===== config.mk =====
export PLATFORM = sky130hd
export DESIGN_NAME = add128_rr_arbiter
export DESIGN_NICKNAME = d
export VERILOG_FILES = /design/src/rtl/add128_rr_arbiter.sv
export SDC_FILE = /design/constraint.sdc
export NUM_CORES = 1
export LEC_CHECK = 0
export BUFFER_PORTS_ARGS = -buffer_cell sky130_fd_sc_hd__buf_4
export CORE_AREA = 2 2 462 464
export CTS_CLUSTER_SIZE = 8
export DETAILED_ROUTE_END_ITERATION = 8
export DIE_AREA = 0 0 464 466
export SYNTH_ARGS = -nofsm -noshare
export SYNTH_HDL_FRONTEND = slang
export SYNTH_SLANG_ARGS = --single-unit

===== constraint.sdc =====
create_clock -name clk -period 4.1 [get_ports clk]
set_input_delay 0.82 -clock clk [delete_from_list [all_inputs] [get_ports clk]]
set_output_delay 0.82 -clock clk [all_outputs]
set_load 0.1 [all_outputs]

===== src/rtl/add128_rr_arbiter.sv =====
// add128_rr_arbiter: round-robin arbiter sharing one W-bit adder among NREQ requesters.
// Request accept -> CALC -> RESP; a new request may be accepted in the cycle the response is taken.
module add128_rr_arbiter #(
   parameter int NREQ = 4,
   parameter int W    = 128
) (
   input  logic                    clk,
   input  logic                    rst_n,
   input  logic [NREQ-1:0]         req_valid,
   output logic [NREQ-1:0]         req_ready,
   input  logic [NREQ*W-1:0]       req_a,
   input  logic [NREQ*W-1:0]       req_b,
   input  logic [NREQ-1:0]         req_cin,
   output logic                    rsp_valid,
   input  logic                    rsp_ready,
   output logic [$clog2(NREQ)-1:0] rsp_id,
   output logic [W-1:0]            rsp_sum,
   output logic                    rsp_cout
);
   localparam int IW = $clog2(NREQ);
   typedef enum logic [1:0] {IDLE, CALC, RESP} state_t;
   state_t state_q, state_d;
   logic [IW-1:0] last_q, last_d, id_q, id_d, rsp_id_q, rsp_id_d, win;
   logic [W-1:0] a_q, a_d, b_q, b_d, sum_q, sum_d;
   logic cin_q, cin_d, cout_q, cout_d, any, elig, accept;
   logic [W:0] add;
   // Descending scan so the closest index after last_q is the final assignment.
   always_comb begin
      win = '0;
      any = 1'b0;
      for (int k = NREQ; k >= 1; k--) begin
         if (req_valid[(int'(last_q) + k) % NREQ]) begin
            win = IW'((int'(last_q) + k) % NREQ);
            any = 1'b1;
         end
      end
   end
   always_comb begin
      elig      = rst_n && (state_q == IDLE || (state_q == RESP && rsp_ready));
      accept    = elig && any;
      req_ready = accept ? NREQ'(1) << win : '0;
      add       = {1'b0, a_q} + {1'b0, b_q} + {{W{1'b0}}, cin_q};
      state_d   = accept ? CALC : state_q == CALC ? RESP : (state_q == RESP && rsp_ready) ? IDLE : state_q;
      last_d    = accept ? win : last_q;
      a_d       = accept ? req_a[int'(win)*W +: W] : a_q;
      b_d       = accept ? req_b[int'(win)*W +: W] : b_q;
      cin_d     = accept ? req_cin[win] : cin_q;
      id_d      = accept ? win : id_q;
      sum_d     = state_q == CALC ? add[W-1:0] : sum_q;
      cout_d    = state_q == CALC ? add[W] : cout_q;
      rsp_id_d  = state_q == CALC ? id_q : rsp_id_q;
   end
   always_ff @(posedge clk or negedge rst_n) begin
      if (!rst_n) begin
         state_q  <= IDLE;
         last_q   <= IW'(NREQ - 1);
         a_q      <= '0;
         b_q      <= '0;
         cin_q    <= 1'b0;
         id_q     <= '0;
         sum_q    <= '0;
         cout_q   <= 1'b0;
         rsp_id_q <= '0;
      end else begin
         state_q  <= state_d;
         last_q   <= last_d;
         a_q      <= a_d;
         b_q      <= b_d;
         cin_q    <= cin_d;
         id_q     <= id_d;
         sum_q    <= sum_d;
         cout_q   <= cout_d;
         rsp_id_q <= rsp_id_d;
      end
   end
   assign rsp_valid = state_q == RESP;
   assign rsp_sum   = sum_q;
   assign rsp_cout  = cout_q;
   assign rsp_id    = rsp_id_q;
endmodule

Yosys cells after proc, flatten, opt, wreduce, memory -nomap -nowiden
Cells that the tools add are included.
Widths: inputs -> output; s select.
{"block": "word_totals", "reg_bits": 394, "in_bits": 1035, "out_inout_bits": 136, "wordCells": 65}
{"block": "classes", "shifts": 3, "bitwise": 4, "eq_ne": 2, "n_lt_le_gt_ge": 5, "add_sub_neg": 6, "reduce_logical": 10, "mux": 26}
{"operator": "$shiftx 512x10->128", "count": 2}
{"operator": "$add 128x128->129", "count": 1}
{"operator": "$add 129x1->129", "count": 1}
{"operator": "$lt 3x4->1 const B", "count": 4}
{"operator": "$mux 2", "count": 7}
{"operator": "$mux 1", "count": 13}
{"operator": "$bmux 1 s2", "count": 5}
{"operator": "$reduce_or 2->1", "count": 4}
{"operator": "$add 2x1->2 const B", "count": 2}
{"operator": "$add 2x2->2 const B", "count": 2}
{"operator": "$and 1x1->1 const A", "count": 4}
{"operator": "$mux 4", "count": 1}
{"operator": "$shl 1x2->4 const A", "count": 1}
{"operator": "$logic_and 1x1->1", "count": 3}
{"operator": "$lt 2x3->1 const B", "count": 1}
{"operator": "$reduce_bool 3->1", "count": 1}
{"operator": "$eq 2x1->1 const B", "count": 1}
{"operator": "$eq 2x2->1 const B", "count": 1}
{"operator": "$logic_not 2->1", "count": 1}
{"operator": "$logic_or 1x1->1", "count": 1}

Logic depth before layout (Yosys ltp)
Gate-level depths: netlist of run 1.
{"block": "logic_depth", "word_depth": 12, "depth_mapped": 12, "ltp_nobuf": 12}

Worst setup path before layout of run 1
No wires, ideal clock.
{"block": "synth_path", "kind": "input port to output port", "from": "in rsp_ready", "to": "out req_ready[0]", "t_required_ps": 3280, "t_arrival_ps": 3932, "cell_stages": 7, "path_buffers": 3, "slack_ps": -652, "path_cell_list": "inv_1 > a21oi_1 > nand3_1 > clkbuf_1 > clkbuf_1 > clkbuf_1 > nor3_1"}
{"block": "synth_between", "elab_chain_cells": 5}
{"item": "start, declared", "line_no": "15", "source": "input logic rsp_ready,"}
{"item": "$logic_and 1x1->1", "line_no": "39", "source": "elig = rst_n && (state_q == IDLE || (state_q == RESP && rsp_ready));"}
{"item": "$logic_or 1x1->1", "line_no": "39"}
{"item": "$logic_and 1x1->1", "line_no": "39"}
{"item": "$logic_and 1x1->1", "line_no": "40", "source": "accept = elig && any;"}
{"item": "$mux 4", "line_no": "41", "source": "req_ready = accept ? NREQ'(1) << win : '0;"}
{"item": "end, declared", "line_no": "10", "source": "output logic [NREQ-1:0] req_ready,"}
No other way between the ends.

Final worst setup path of run 1
{"block": "layout_path", "from": "reg a_q[13]", "to": "reg sum_q[90] (netlist: rsp_sum[90])"}
{"block": "layout_between", "elab_chain_cells": 2}
{"item": "start, declared", "line_no": "24", "source": "logic [W-1:0] a_q, a_d, b_q, b_d, sum_q, sum_d;"}
{"item": "start signal, assigned", "line_no": "57", "source": "a_q <= '0;"}
{"item": "start signal, assigned", "line_no": "67", "source": "a_q <= a_d;"}
{"item": "$add 128x128->129", "line_no": "42", "source": "add = {1'b0, a_q} + {1'b0, b_q} + {{W{1'b0}}, cin_q};"}
{"item": "$add 129x1->129", "line_no": "42"}
{"item": "end signal, assigned", "line_no": "71", "source": "sum_q <= sum_d;"}
{"item": "end, declared", "line_no": "24"}
No other way between the ends.
A chain may end at the register's enable or synchronous reset.

==> impl_metrics.env, run 1 <==
export IMPL_hold_viol_final=0
export IMPL_synth_area_per_cell_sq_um=6.59
export IMPL_syn2layout_area_growth_pct=45.9
export IMPL_worst_setup_path_start_kind="flop"
export IMPL_cts_sinks=394
export IMPL_gr_usage_all_layers_pct=17.9
export IMPL_drc=0
export IMPL_dp_hpwl_um=177000
export IMPL_cts_hold_buffers_added=0
export IMPL_async_flop_share_pct=100
export IMPL_chipWidth_um=464
export IMPL_netlist_top_cells_area="dfrtp_1 32%, nand2_1 13%, o21ai_0 12%"
export IMPL_root_buffer="clkbuf_16"
export IMPL_crit_arrival_ns=4.41
export IMPL_clk_path_buf_depth=3
export IMPL_crit_required_ns=4.60
export IMPL_drt_iter0_drc=2617
export IMPL_routedWlPerCell_um=23.8
export IMPL_dr_pass1_iters=7
export IMPL_post_dp_cell_area_sq_um=43300
export IMPL_clk_transition_reported_paths_ns=0.05
export IMPL_synth_main_ff_cell="dfrtp_1"
export IMPL_grt_ovfl_total=0
export IMPL_relSlewSlack_pct=21.7
export IMPL_fp_dieH_um=466
export IMPL_hold_path_class="input port to async pin"
export IMPL_rows=169
export IMPL_fp_coreArea_sq_um=211000
export IMPL_vias_per_cell=4.35
export IMPL_synth_seq_cells=394
export IMPL_maxCapViolCount=0
export IMPL_rsz0062_at_grt="no"
export IMPL_routed_wl_um=204000
export IMPL_ys_seq_area_share_pct=32.0
export IMPL_power_density_nw_per_um2=967
export IMPL_vias=37404
export IMPL_cts_tree="done"
export IMPL_max_freq_ghz=0.256
export IMPL_final_cell_count_no_fill=8594
export IMPL_synth_edf_count=0
export IMPL_antenna_found_initial=88
export IMPL_place_congestion=0.972
export IMPL_initial_core_util_pct=14.6
export IMPL_power_static_leakage_nw=20.7
export IMPL_slew_viol_final=0
export IMPL_utilization_pct=21.3
export IMPL_buffer_ports_inserted=1170
export IMPL_fin_crit_ns=3.91
export IMPL_status="completed"
export IMPL_synth_distinct_cells=73
export IMPL_fin_tns_setup_ns=0
export IMPL_drive_gt1_share_pct=24.8
export IMPL_grt_max_degree=161
export IMPL_worstMarginPinSlew_ns=1.16
export IMPL_cp_end_kind="flop"
export IMPL_grt_pass1_vias=36014
export IMPL_dpl_cell_count=8481
export IMPL_syn_area_sq_um=30800
export IMPL_finClkSkew_ns=0.0391
export IMPL_ir_worst_vdd_uv=410
export IMPL_insertion_delay_ns=0.64
export IMPL_drtAntennaViolNets=0
export IMPL_ioPinCount=1171
export IMPL_netlist_top_cells_count="1071 x nand2_1, 906 x nor2_1, 745 x o21ai_0"
export IMPL_yosys_warnings=0
export IMPL_cts_buffers=56
export IMPL_period_share_pct=95.4
export IMPL_htree_levels=2
export IMPL_fin_area_sq_um=45000
export IMPL_fin_total_pwr_w=0.0435
export IMPL_yosys_area_top_type="dfrtp_1"
export IMPL_die_area_sq_um=216000
export IMPL_grt_first_pass_wirelength_um=277000
export IMPL_critPathMaxFanout=5
export IMPL_synthCells=4677
export IMPL_final_nets=6883
export IMPL_synth_top_area_share_pct=31.8
export IMPL_post_synth_top_count_cell="nand2_1"
export IMPL_crit_type="flop to flop"
export IMPL_synth_nets=5841
export IMPL_finalSetupViolCount=0
## cells in the final DEF (no fill, tap or decap), types with 46 or more instances in the layout
cell type / netlist / final
clkbuf_16: 0 / 57
buf_4: 0 / 1301
xnor2_1: 74 / 74
nand2_1: 1071 / 1071
a21oi_1: 213 / 210
nor2_1: 906 / 906
o21bai_1: 46 / 46
nand4_1: 72 / 72
o21ai_0: 745 / 743
nand3_1: 277 / 276
ha_1: 127 / 127
dfrtp_1: 392 / 392
a21o_1: 59 / 59
## power by group
part           internal (W)  leakage, nW  total [W]  switching (W)
clock network       0.00254        0.757    0.00436        0.00182
registers           0.00588         4.83    0.00719        0.00130
logic               0.00909         15.1     0.0319         0.0228
total                0.0175         20.7     0.0435         0.0260
## per-layer routing
layer	part of all wire [%]	global-route usage, %	up-vias
met5	0.073	0	-
met4	4.1	6.61	26
met3	7.4	4.43	288
met2	45	29.3	1576
met1	43	22.7	17544
li1	-	-	17970
## worst max-delay path, stage by stage, from the launching register on
cell and delay [ns]:
dfrtp_1 0.39, ha_1 0.39, nand2_1 0.14, or3_1 0.43
a211o_1 0.36, a21oi_1 0.26, nor3_1 0.08, buf_4 0.17
o31ai_1 0.66, a41oi_1 0.20, buf_4 0.21, o31ai_1 0.27
xnor2_1 0.14, o21ai_0 0.08
## state kept, by name, indices dropped and copies added, names as in the netlist
name,count
id_q,2
b_q,128
state_q,2
cin_q,1
rsp_id,2
rsp_cout,1
last_q,2
a_q,128
rsp_sum,128
## final timing paths
check                                        start                      end  slack [ns]  depth (start not counted)
setup reg to reg               a_q[13]$_DFFE_PN0P_  rsp_sum[90]$_DFFE_PN0P_        0.19                         13
max in group asynchronous                    rst_n        cin_q$_DFFE_PN0P_        2.19                          3
hold reg to reg            rsp_sum[61]$_DFFE_PN0P_  rsp_sum[61]$_DFFE_PN0P_        0.47                          2
min in group clk           rsp_sum[61]$_DFFE_PN0P_  rsp_sum[61]$_DFFE_PN0P_        0.47                          2
hold / removal                               rst_n      b_q[57]$_DFFE_PN0P_        0.09                          1
setup / recovery               a_q[13]$_DFFE_PN0P_  rsp_sum[90]$_DFFE_PN0P_        0.19                         13
## cell families after synthesis
logic type / Yosys count / synth area share, %
AO/OA/AOI/OAI: 1222 / 22.4
XOR/XNOR: 113 / 3.21
adder cells (fa/ha/maj): 129 / 5.29
buffers and inverters: 382 / 4.69
flip-flops: 394 / 32.0
multiplexers: 4 / 0.134
AND/OR/NAND/NOR: 2433 / 32.3
## per-stage QoR
stage / setup WS (ns) / hold WS [ns]
floorplan: 0.0775 / 0.439
global placement: 0.0716 / 0.461
detailed placement: 0.155 / 0.464
CTS: 0.115 / 0.0678
global route: 0.0108 / 0.0861
finish: 0.187 / 0.0928
## final cells by class
cell class	instances	area [sq um]
Fill cell	23979	166000
Multi-Input combinational cell	3901	19600
Timing Repair Buffer	1321	10200
Sequential cell	394	9860
Tap cell	2821	3530
Clock buffer	74	1530
Inverter	45	169
Antenna cell	37	92.6
Clock inverter	1	20.0
## timing repair
action	in CTS	in global routing
buffers inserted	0	1
endpoints found under the setup margin	0	8
resized for setup	0	5
Note: power is estimated with default switching activity, not from simulation.
==> run 2, diff against run 1 <==
--- a/config.mk
+++ b/config.mk
@@ -6,10 +6,10 @@
 export NUM_CORES = 1
 export LEC_CHECK = 0
 export BUFFER_PORTS_ARGS = -buffer_cell sky130_fd_sc_hd__buf_4
-export CORE_AREA = 2 2 462 464
+export CORE_AREA = 2 2 461 463
 export CTS_CLUSTER_SIZE = 8
 export DETAILED_ROUTE_END_ITERATION = 8
-export DIE_AREA = 0 0 464 466
+export DIE_AREA = 0 0 463 465
 export SYNTH_ARGS = -nofsm -noshare
 export SYNTH_HDL_FRONTEND = slang
 export SYNTH_SLANG_ARGS = --single-unit
==> impl_metrics.env, run 2 (same netlist as run 1, synthesis figures left out) <==
export IMPL_status="completed"
export IMPL_maxCapViolCount=0
export IMPL_insertion_delay_ns=0.65
export IMPL_cts_tree="done"
export IMPL_crit_required_ns=4.61
export IMPL_grt_pass1_vias=36355
export IMPL_fin_tns_setup_ns=0
export IMPL_crit_start="a_q[0]$_DFFE_PN0P_"
export IMPL_fp_dieH_um=465
export IMPL_vias=37065
export IMPL_clk_transition_reported_paths_ns=0.05
export IMPL_antenna_found_initial=55
export IMPL_drtAntennaViolNets=0
export IMPL_crit_type="flop to flop"
export IMPL_drive_gt1_share_pct=24.6
export IMPL_final_nets=6861
export IMPL_routedWlPerCell_um=23.7
export IMPL_final_common_cell="buf_4"
export IMPL_cp_end_kind="flop"
export IMPL_htree_levels=2
export IMPL_path_cells="fa_1, fa_1, nand3_1, a21o_1, a211o_1, a21oi_1, nor3_1, o31ai_1, a41oi_1, buf_4, o21ai_0, xnor2_1, o21ai_0"
export IMPL_rsz0062_at_grt="no"
export IMPL_drt_iter0_drc=2693
export IMPL_r2r_slack_ns=0.12
export IMPL_critPathSlowestCell="nor3_1"
export IMPL_chipWidth_um=463
export IMPL_worstMarginPinSlew_ns=1.26
export IMPL_ioPinCount=1171
export IMPL_r2r_start="a_q[0]$_DFFE_PN0P_"
export IMPL_critPathMaxFanout=4
export IMPL_grt_ovfl_total=0
export IMPL_die_area_sq_um=215000
export IMPL_slew_viol_final=0
export IMPL_power_static_leakage_nw=20.7
export IMPL_place_congestion=1.00
export IMPL_finalSetupViolCount=0
export IMPL_slowest_delay_ns=0.78
export IMPL_pre_cts_ws_ns=-0.0709
export IMPL_grt_first_pass_wirelength_um=277000
export IMPL_hold_viol_final=0
export IMPL_r2r_end="rsp_sum[82]$_DFFE_PN0P_"
export IMPL_cts_buffers=57
export IMPL_cp_endpoint="rsp_sum[82]$_DFFE_PN0P_"
export IMPL_ir_worst_vdd_uv=395
export IMPL_rows=169
export IMPL_post_dp_cell_area_sq_um=43100
export IMPL_max_freq_ghz=0.251
export IMPL_syn2layout_area_growth_pct=45.7
export IMPL_dp_hpwl_um=175000
export IMPL_root_buffer="clkbuf_16"
export IMPL_relSlewSlack_pct=15.5
export IMPL_clk_path_buf_depth=3
export IMPL_crit_arrival_ns=4.49
export IMPL_gr_usage_all_layers_pct=18.0
export IMPL_grt_max_degree=162
export IMPL_fillCellCount=23928
export IMPL_vias_per_cell=4.33
export IMPL_period_share_pct=97.2
export IMPL_buffer_ports_inserted=1170
export IMPL_dr_pass1_iters=8
export IMPL_hold_path_class="input port to async pin"
export IMPL_fp_coreArea_sq_um=211000
export IMPL_drc=0
export IMPL_initial_core_util_pct=14.6
export IMPL_cts_sinks=394
export IMPL_layout_common_cells="1276 x buf_4, 1071 x nand2_1, 906 x nor2_1"
export IMPL_worst_setup_path_start_kind="flop"
export IMPL_setup_slack_ns=0.115
export IMPL_fin_area_sq_um=44900
export IMPL_fin_crit_ns=3.98
export IMPL_power_density_nw_per_um2=971
export IMPL_rr_worst_depth=13
export IMPL_routed_wl_um=203000
export IMPL_finClkSkew_ns=0.0465
export IMPL_cts_setup_buffers=0
[run 2: cell count changes in the layout (fill, tap and decap cells not counted), moves of 2 or more]
cell / before / now
buf_4: 1301 / 1276
diode_2: 37 / 24
clkbuf_1: 13 / 20
buf_12: 19 / 21
bufinv_16: 0 / 2
[run 2: worst min-delay path by stage]
stage	from	end	cells after the start
2_1_floorplan	id_q[1]$_DFFE_PN0P_	rsp_id[1]$_DFFE_PN0P_	2
3_3_place_gp	id_q[0]$_DFFE_PN0P_	rsp_id[0]$_DFFE_PN0P_	2
3_5_place_dp	rsp_id[0]$_DFFE_PN0P_	rsp_id[0]$_DFFE_PN0P_	2
4_1_cts	rst_n	id_q[0]$_DFFE_PN0P_	1
5_1_grt	rst_n	rsp_id[0]$_DFFE_PN0P_	1
6_report	rst_n	id_q[0]$_DFFE_PN0P_	1
[run 2: final cells by class]
cell class              count  area (sq um)  share of cell area, %
repair buffers           1298         10000                   22.3
clock inverters             5           111                  0.248
well taps                2821          3530                   7.86
inverters                  45           169                  0.376
multi-input cells        3901         19600                   43.6
diodes                     24          60.1                  0.134
flip-flops and latches    394          9860                   22.0
clock buffers              81          1560                   3.47
[run 2: per-stage QoR]
stage          util (%)  hold WS (ns)  power [W]  std cells
2_1_floorplan         -         0.439     0.0264       4677
3_3_place_gp       20.5         0.452     0.0390       8459
3_5_place_dp       20.5         0.468     0.0391       8459
4_1_cts            21.3        0.0293     0.0439       8545
5_1_grt            21.3        0.0368     0.0467       8554
6_report           21.3        0.0638     0.0436       8569
[run 2: repair_timing]
item	in CTS	in global routing
endpoints found under the setup margin	2	9
resized for setup	1	6
cloned	0	0
hold buffers	0	0
endpoints found under the hold margin	0	0
[run 2: metal layers]
layer / share of wire, % / global-route usage, %
met5: 0.090 / 0
met4: 2.4 / 4.22
met2: 46 / 30.2
met1: 44 / 23.0
met3: 7.5 / 4.47
[run 2: worst max-delay path: cells and delay by family (launching register included)]
family,cells,cell delay [ns]
buffers and inverters,1,0.19
xor gates and xnor gates,1,0.15
AOI/OAI and AO/OA,7,1.30
DFF,1,0.39
adders and majority gates,2,0.90
and+or+nand+nor,2,0.93
[run 2: power breakdown]
group	switching, W	internal [W]
Clock	0.00189	0.00271
Combinational	0.0229	0.00895
Sequential	0.00129	0.00588
Total	0.0261	0.0175
